`src/rtl/fetch_prefetch_unit.sv`:
```
// Instruction-fetch front end: PC sequencer, single-outstanding request/grant/response
// memory port and a DEPTH-entry prefetch FIFO of {pc, instruction} pairs.
module fetch_prefetch_unit #(
  parameter int unsigned     XLEN     = 64,
  parameter int unsigned     ILEN     = 32,
  parameter int unsigned     DEPTH    = 4,
  parameter logic [XLEN-1:0] RESET_PC = '0
) (
  input  logic                     CLK,
  input  logic                     RST,
  output logic                     MEM_REQ,
  output logic [XLEN-1:0]          MEM_ADDR,
  input  logic                     MEM_GNT,
  input  logic                     MEM_RVALID,
  input  logic [ILEN-1:0]          MEM_RDATA,
  output logic                     INSTR_VALID,
  output logic [ILEN-1:0]          INSTR,
  output logic [XLEN-1:0]          INSTR_PC,
  input  logic                     INSTR_READY,
  input  logic                     REDIRECT,
  input  logic [XLEN-1:0]          REDIRECT_PC,
  output logic [$clog2(DEPTH):0]   BUF_COUNT
);

  localparam int unsigned     PW         = $clog2(DEPTH);
  localparam logic [PW:0]     FULL       = (PW+1)'(DEPTH);
  localparam logic [XLEN-1:0] PC_STEP    = XLEN'(ILEN / 8);
  localparam logic [XLEN-1:0] ALIGN_MASK = ~(XLEN'(3));

  typedef enum logic [1:0] {
    S_REQ,
    S_WAIT,
    S_DROP
  } state_t;

  state_t          state, state_nxt;
  logic [XLEN-1:0] fetch_pc, fetch_pc_nxt;
  logic [XLEN-1:0] req_pc, req_pc_nxt;
  logic [ILEN-1:0] buf_instr [DEPTH];
  logic [XLEN-1:0] buf_pc    [DEPTH];
  logic [PW-1:0]   wr_ptr, rd_ptr;
  logic [PW:0]     count, count_nxt;
  logic            grant;
  logic            push;
  logic            pop;

  assign INSTR_VALID = (count != '0);
  assign INSTR       = INSTR_VALID ? buf_instr[rd_ptr] : '0;
  assign INSTR_PC    = INSTR_VALID ? buf_pc[rd_ptr]    : '0;
  assign MEM_ADDR    = fetch_pc;
  assign BUF_COUNT   = count;

  always_comb begin
    state_nxt    = state;
    fetch_pc_nxt = fetch_pc;
    req_pc_nxt   = req_pc;
    push         = 1'b0;
    MEM_REQ      = (state == S_REQ) && (count < FULL) && !REDIRECT && !RST;
    grant        = MEM_REQ && MEM_GNT;
    pop          = INSTR_VALID && INSTR_READY && !REDIRECT;

    if (REDIRECT) begin
      // An in-flight request cannot be cancelled; its response must still be absorbed.
      fetch_pc_nxt = REDIRECT_PC & ALIGN_MASK;
      case (state)
        S_WAIT:  state_nxt = MEM_RVALID ? S_REQ : S_DROP;
        S_DROP:  state_nxt = MEM_RVALID ? S_REQ : S_DROP;
        default: state_nxt = S_REQ;
      endcase
    end else begin
      case (state)
        S_REQ: begin
          if (grant) begin
            req_pc_nxt   = fetch_pc;
            fetch_pc_nxt = fetch_pc + PC_STEP;
            state_nxt    = S_WAIT;
          end
        end
        S_WAIT: begin
          if (MEM_RVALID) begin
            push      = 1'b1;
            state_nxt = S_REQ;
          end
        end
        S_DROP: begin
          if (MEM_RVALID) state_nxt = S_REQ;
        end
        default: state_nxt = S_REQ;
      endcase
    end

    if (REDIRECT) count_nxt = '0;
    else          count_nxt = count + {{PW{1'b0}}, push} - {{PW{1'b0}}, pop};
  end

  always_ff @(posedge CLK) begin
    if (RST) begin
      state    <= S_REQ;
      fetch_pc <= RESET_PC;
      req_pc   <= '0;
      wr_ptr   <= '0;
      rd_ptr   <= '0;
      count    <= '0;
    end else begin
      state    <= state_nxt;
      fetch_pc <= fetch_pc_nxt;
      req_pc   <= req_pc_nxt;
      count    <= count_nxt;
      if (REDIRECT) begin
        wr_ptr <= '0;
        rd_ptr <= '0;
      end else begin
        if (push) wr_ptr <= wr_ptr + PW'(1);
        if (pop)  rd_ptr <= rd_ptr + PW'(1);
      end
    end
  end

  // Payload storage needs no reset; occupancy alone decides what is visible.
  always_ff @(posedge CLK) begin
    if (push) begin
      buf_instr[wr_ptr] <= MEM_RDATA;
      buf_pc[wr_ptr]    <= req_pc;
    end
  end

endmodule
```
`config.mk`:
```
export PLATFORM = sky130hd
export DESIGN_NAME = fetch_prefetch_unit
export DESIGN_NICKNAME = d
export VERILOG_FILES = /design/src/rtl/fetch_prefetch_unit.sv
export SDC_FILE = /design/constraint.sdc
export NUM_CORES = 1
export LEC_CHECK = 0
export CAP_MARGIN = 20
export CORE_ASPECT_RATIO = 0.7
export CORE_MARGIN = 2
export CORE_UTILIZATION = 55
export CTS_CLUSTER_SIZE = 14
export DETAILED_ROUTE_END_ITERATION = 8
export PLACE_DENSITY = 0.79
export SYNTH_ARGS = -nofsm -noshare
export SYNTH_HDL_FRONTEND = slang
export SYNTH_SLANG_ARGS = --single-unit
```
`constraint.sdc`:
```
create_clock -name CLK -period 4.4 [get_ports CLK]
set_clock_uncertainty 0.05 [all_clocks]
set_input_delay 0.88 -clock CLK [delete_from_list [all_inputs] [get_ports CLK]]
set_output_delay 0.88 -clock CLK [all_outputs]
set_load 0.02 [all_outputs]
```
==> load_flow_metrics.sql <==
INSERT INTO impl_metrics (metric_group, metric, value, unit) VALUES
('clock_tree', 'cts_setup_buffers', '0', ''),
('global_route', 'grt_antenna_before_repair', '4', ''),
('sta', 'fin_ws', '0.5402', 'ns'),
('cells_and_area', 'multi_input_area', '6236', 'sq um'),
('yosys', 'synth_async_sr_flop_share', '0', ''),
('setup_path', 'crit_arrival', '2.93', 'ns'),
('yosys', 'number_of_cells_produced_by_synthesis', '1432', ''),
('routing', 'remaining_drc_errors', '0', ''),
('sta', 'hold_slack', '0.4471', 'ns'),
('routing', 'vias', '12960', ''),
('yosys', 'register_area_share_after_synthesis', '0.6772', ''),
('yosys', 'post_synthesis_cell_area', '20660', 'sq um'),
('sta', 'fmaxAchievable', '259.1', 'MHz'),
('setup_path', 'critical_path_class', 'reg -> out', ''),
('cells_and_area', 'footprint_of_the_flip_flops_and_latches', '14000', 'sq um'),
('clock_tree', 'cts_htree_levels', '2', ''),
('clock_tree', 'clock_sinks', '511', ''),
('cells_and_area', 'fraction_of_final_layout_cells_sized_beyond_drive_strength_1', '0.1229', ''),
('yosys', 'syn-mean-instance-area', '14.43', 'sq um'),
('die', 'io_pins', '267', ''),
('yosys', 'main_combinational_cell_family_by_area_after_synthesis', 'simple AND/OR/NAND/NOR gates', ''),
('sta', 'final_hold_viol_count', '0', ''),
('die', 'design.die.area', '39160', 'sq um'),
('cells_and_area', 'final_common_cell', 'sky130_fd_sc_hd__edfxtp_1', ''),
('sta', 'setup_tns', '0', 'ns'),
('placement', 'placed_cells', '2121', ''),
('clock_tree', 'tritoncts_clock_tree', 'done', ''),
('cells_and_area', 'layout.core_utilization', '0.6812', ''),
('sta', 'max_slew_margin', '0.3001', ''),
('clock_tree', 'cts.root.buffer_cell', 'sky130_fd_sc_hd__clkbuf_16', ''),
('clock_tree', 'clock_latency', '0.55', 'ns'),
('routing', 'antenna_left', '0', ''),
('cells_and_area', 'cell_count_final_fillers_out', '2208', ''),
('yosys', 'synth_xor_xnor_area_share', '0.01526', ''),
('power_and_ir_drop', 'power.density_cell_area', '377.3', 'nW/um^2'),
('placement', 'postPlaceCellArea', '23850', 'sq um'),
('worst_hold_path', 'worstHoldPathType', 'reg -> reg', ''),
('yosys', 'yosysTopAreaCell', 'sky130_fd_sc_hd__edfxtp_1', ''),
('setup_path', 'cpLargestDelayFamily', 'buffers and inverters', ''),
('cells_and_area', 'final.fill_count', '2530', ''),
('routing', 'avgViaCountPerCell', '5.870', ''),
('global_route', 'grt_pass1_wl', '77890', 'microns'),
('sta', 'fin_crit_sh', '0.8772', ''),
('yosys', 'synth_ff_type', 'sky130_fd_sc_hd__edfxtp_1', ''),
('yosys', 'synth-simple-area-share', '0.1236', ''),
('job', 'drv.max_cap_violation_count', '0', ''),
('cells_and_area', 'area_growth', '22.17', '%'),
('routing', 'wl_per_cell', '22.78', 'microns'),
('die', 'fp.dieW', '235.7', 'microns'),
('clock_tree', 'clk_pin_slew', '0.06', 'ns'),
('setup_path', 'cp_cell_sequence', 'or3_2 > buf_4 > and2_1 > clkdlybuf4s50_1', ''),
('routing', 'drt-initial-drc-count', '1168', ''),
('sta', 'layout_min_cycle_time', '3.860', 'ns'),
('setup_path', 'worst_setup_end_kind', 'primary output', ''),
('power_and_ir_drop', 'vdd_ir_drop_max', '343.4', 'uV'),
('global_route', 'gr-usage-all-layers', '0.2604', ''),
('status', 'status', 'complete, no violations', ''),
('sta', 'timing.final.setup_violations', '0', ''),
('yosys', 'synth.area.mux_share', '0.1055', ''),
('setup_path', 'crit_fanout', '31', ''),
('placement', 'gp_routability_congestion', '0.8373', ''),
('placement', 'post-dp-hpwl', '32730', 'microns'),
('global_route', 'remaining_global_route_overflow', '0', ''),
('yosys', 'post_synth_edffs', '376', ''),
('yosys', 'distinct_cell_type_count_of_the_synthesized_netlist', '63', ''),
('setup_path', 'worst_ep_required_time', '3.47', 'ns'),
('yosys', 'synthDominantCellAreaShare', '0.5464', ''),
('cells_and_area', 'nets', '1793', ''),
('clock_tree', 'hold_buffers', '0', ''),
('placement', 'dpl_worst_slack', '0.9795', 'ns'),
('yosys', 'synth-compound-area-share', '0.04947', '');
[worst register-to-register path, cell delays in order (launching register included)]
cell and delay, ns:
sky130_fd_sc_hd__dfxtp_1 0.30, sky130_fd_sc_hd__inv_1 0.10, sky130_fd_sc_hd__ha_1 0.26, sky130_fd_sc_hd__nor4b_4 0.53, sky130_fd_sc_hd__and2_2 0.57, sky130_fd_sc_hd__buf_4 0.51, sky130_fd_sc_hd__nand2_1 0.17, sky130_fd_sc_hd__or3_1 0.35
sky130_fd_sc_hd__a31oi_1 0.16
[worst paths after layout]
path | cells past startpoint | endpoint | from
max | 4 | INSTR_PC[5] | BUF_COUNT[2]$_SDFF_PP0_
max reg2reg | 8 | MEM_ADDR[16]$_SDFFE_PP0P_ | state[1]$_SDFFE_PP0P_
min reg2reg | 2 | req_pc[63]$_SDFFE_PP0P_ | MEM_ADDR[63]$_SDFFE_PP0P_
min | 2 | req_pc[63]$_SDFFE_PP0P_ | MEM_ADDR[63]$_SDFFE_PP0P_
[where the power goes]
| part | internal [mW] | switching [mW] | leakage, nW |
|---|---|---|---|
| Combinational | 0.236 | 0.270 | 2.75 |
| Sequential | 5.20 | 0.0966 | 4.09 |
| Clock | 2.07 | 1.65 | 0.683 |
| Total | 7.50 | 2.02 | 7.53 |
[cell type report]
cell class                 instances  area share
antenna                            3   0.0002974
sequential                       511      0.5546
timing repair buffer             287      0.1163
tap                              488     0.02419
clock inverter                    13    0.002478
clock buffer                      71     0.05254
inverter                          17    0.002528
multi-input combinational        818      0.2470
[layer usage]
metal | global-route usage | share of wire | up-vias
li1 | - | - | 5883
met1 | 0.3738 | 0.43 | 6424
met2 | 0.4060 | 0.47 | 569
met3 | 0.05535 | 0.077 | 82
met4 | 0.07643 | 0.023 | 2
met5 | 0 | 0.00026 | -
[Yosys cell counts, drive strengths merged, types with 6 or more instances]
library cell and count:
nor4 14, xnor2 24, edfxtp 376, nor3 29, and3 13, nand2 177, inv 17, and2 110
a21oi 102, dfxtp 135, ha 9, nand4 28, o21ai 14, mux4 94, a211oi 20, clkbuf 63
a31oi 11, o22ai 6, nand3 32, nor2 64, xor2 12, buf 26
[cell families (layout without fill, tap and decap cells)]
group                      count (synthesis)  count (layout)
DFF                                      511             511
and+or+nand+nor                          493             493
AOI/OAI and AO/OA                        175             175
buffers and inverters                    106             388
muxes                                    100             100
xor gates and xnor gates                  36              36
adders and majority gates                 10              10
other                                      1               7
[sequential cells by signal (all words and copies together), names as in the netlist, named ones only]
signal	cells
req_pc	62
rd_ptr	2
buf_pc	248
buf_instr	128
BUF_COUNT	3
wr_ptr	2
state	2
MEM_ADDR	62
Power figures use the tool's default switching activity.
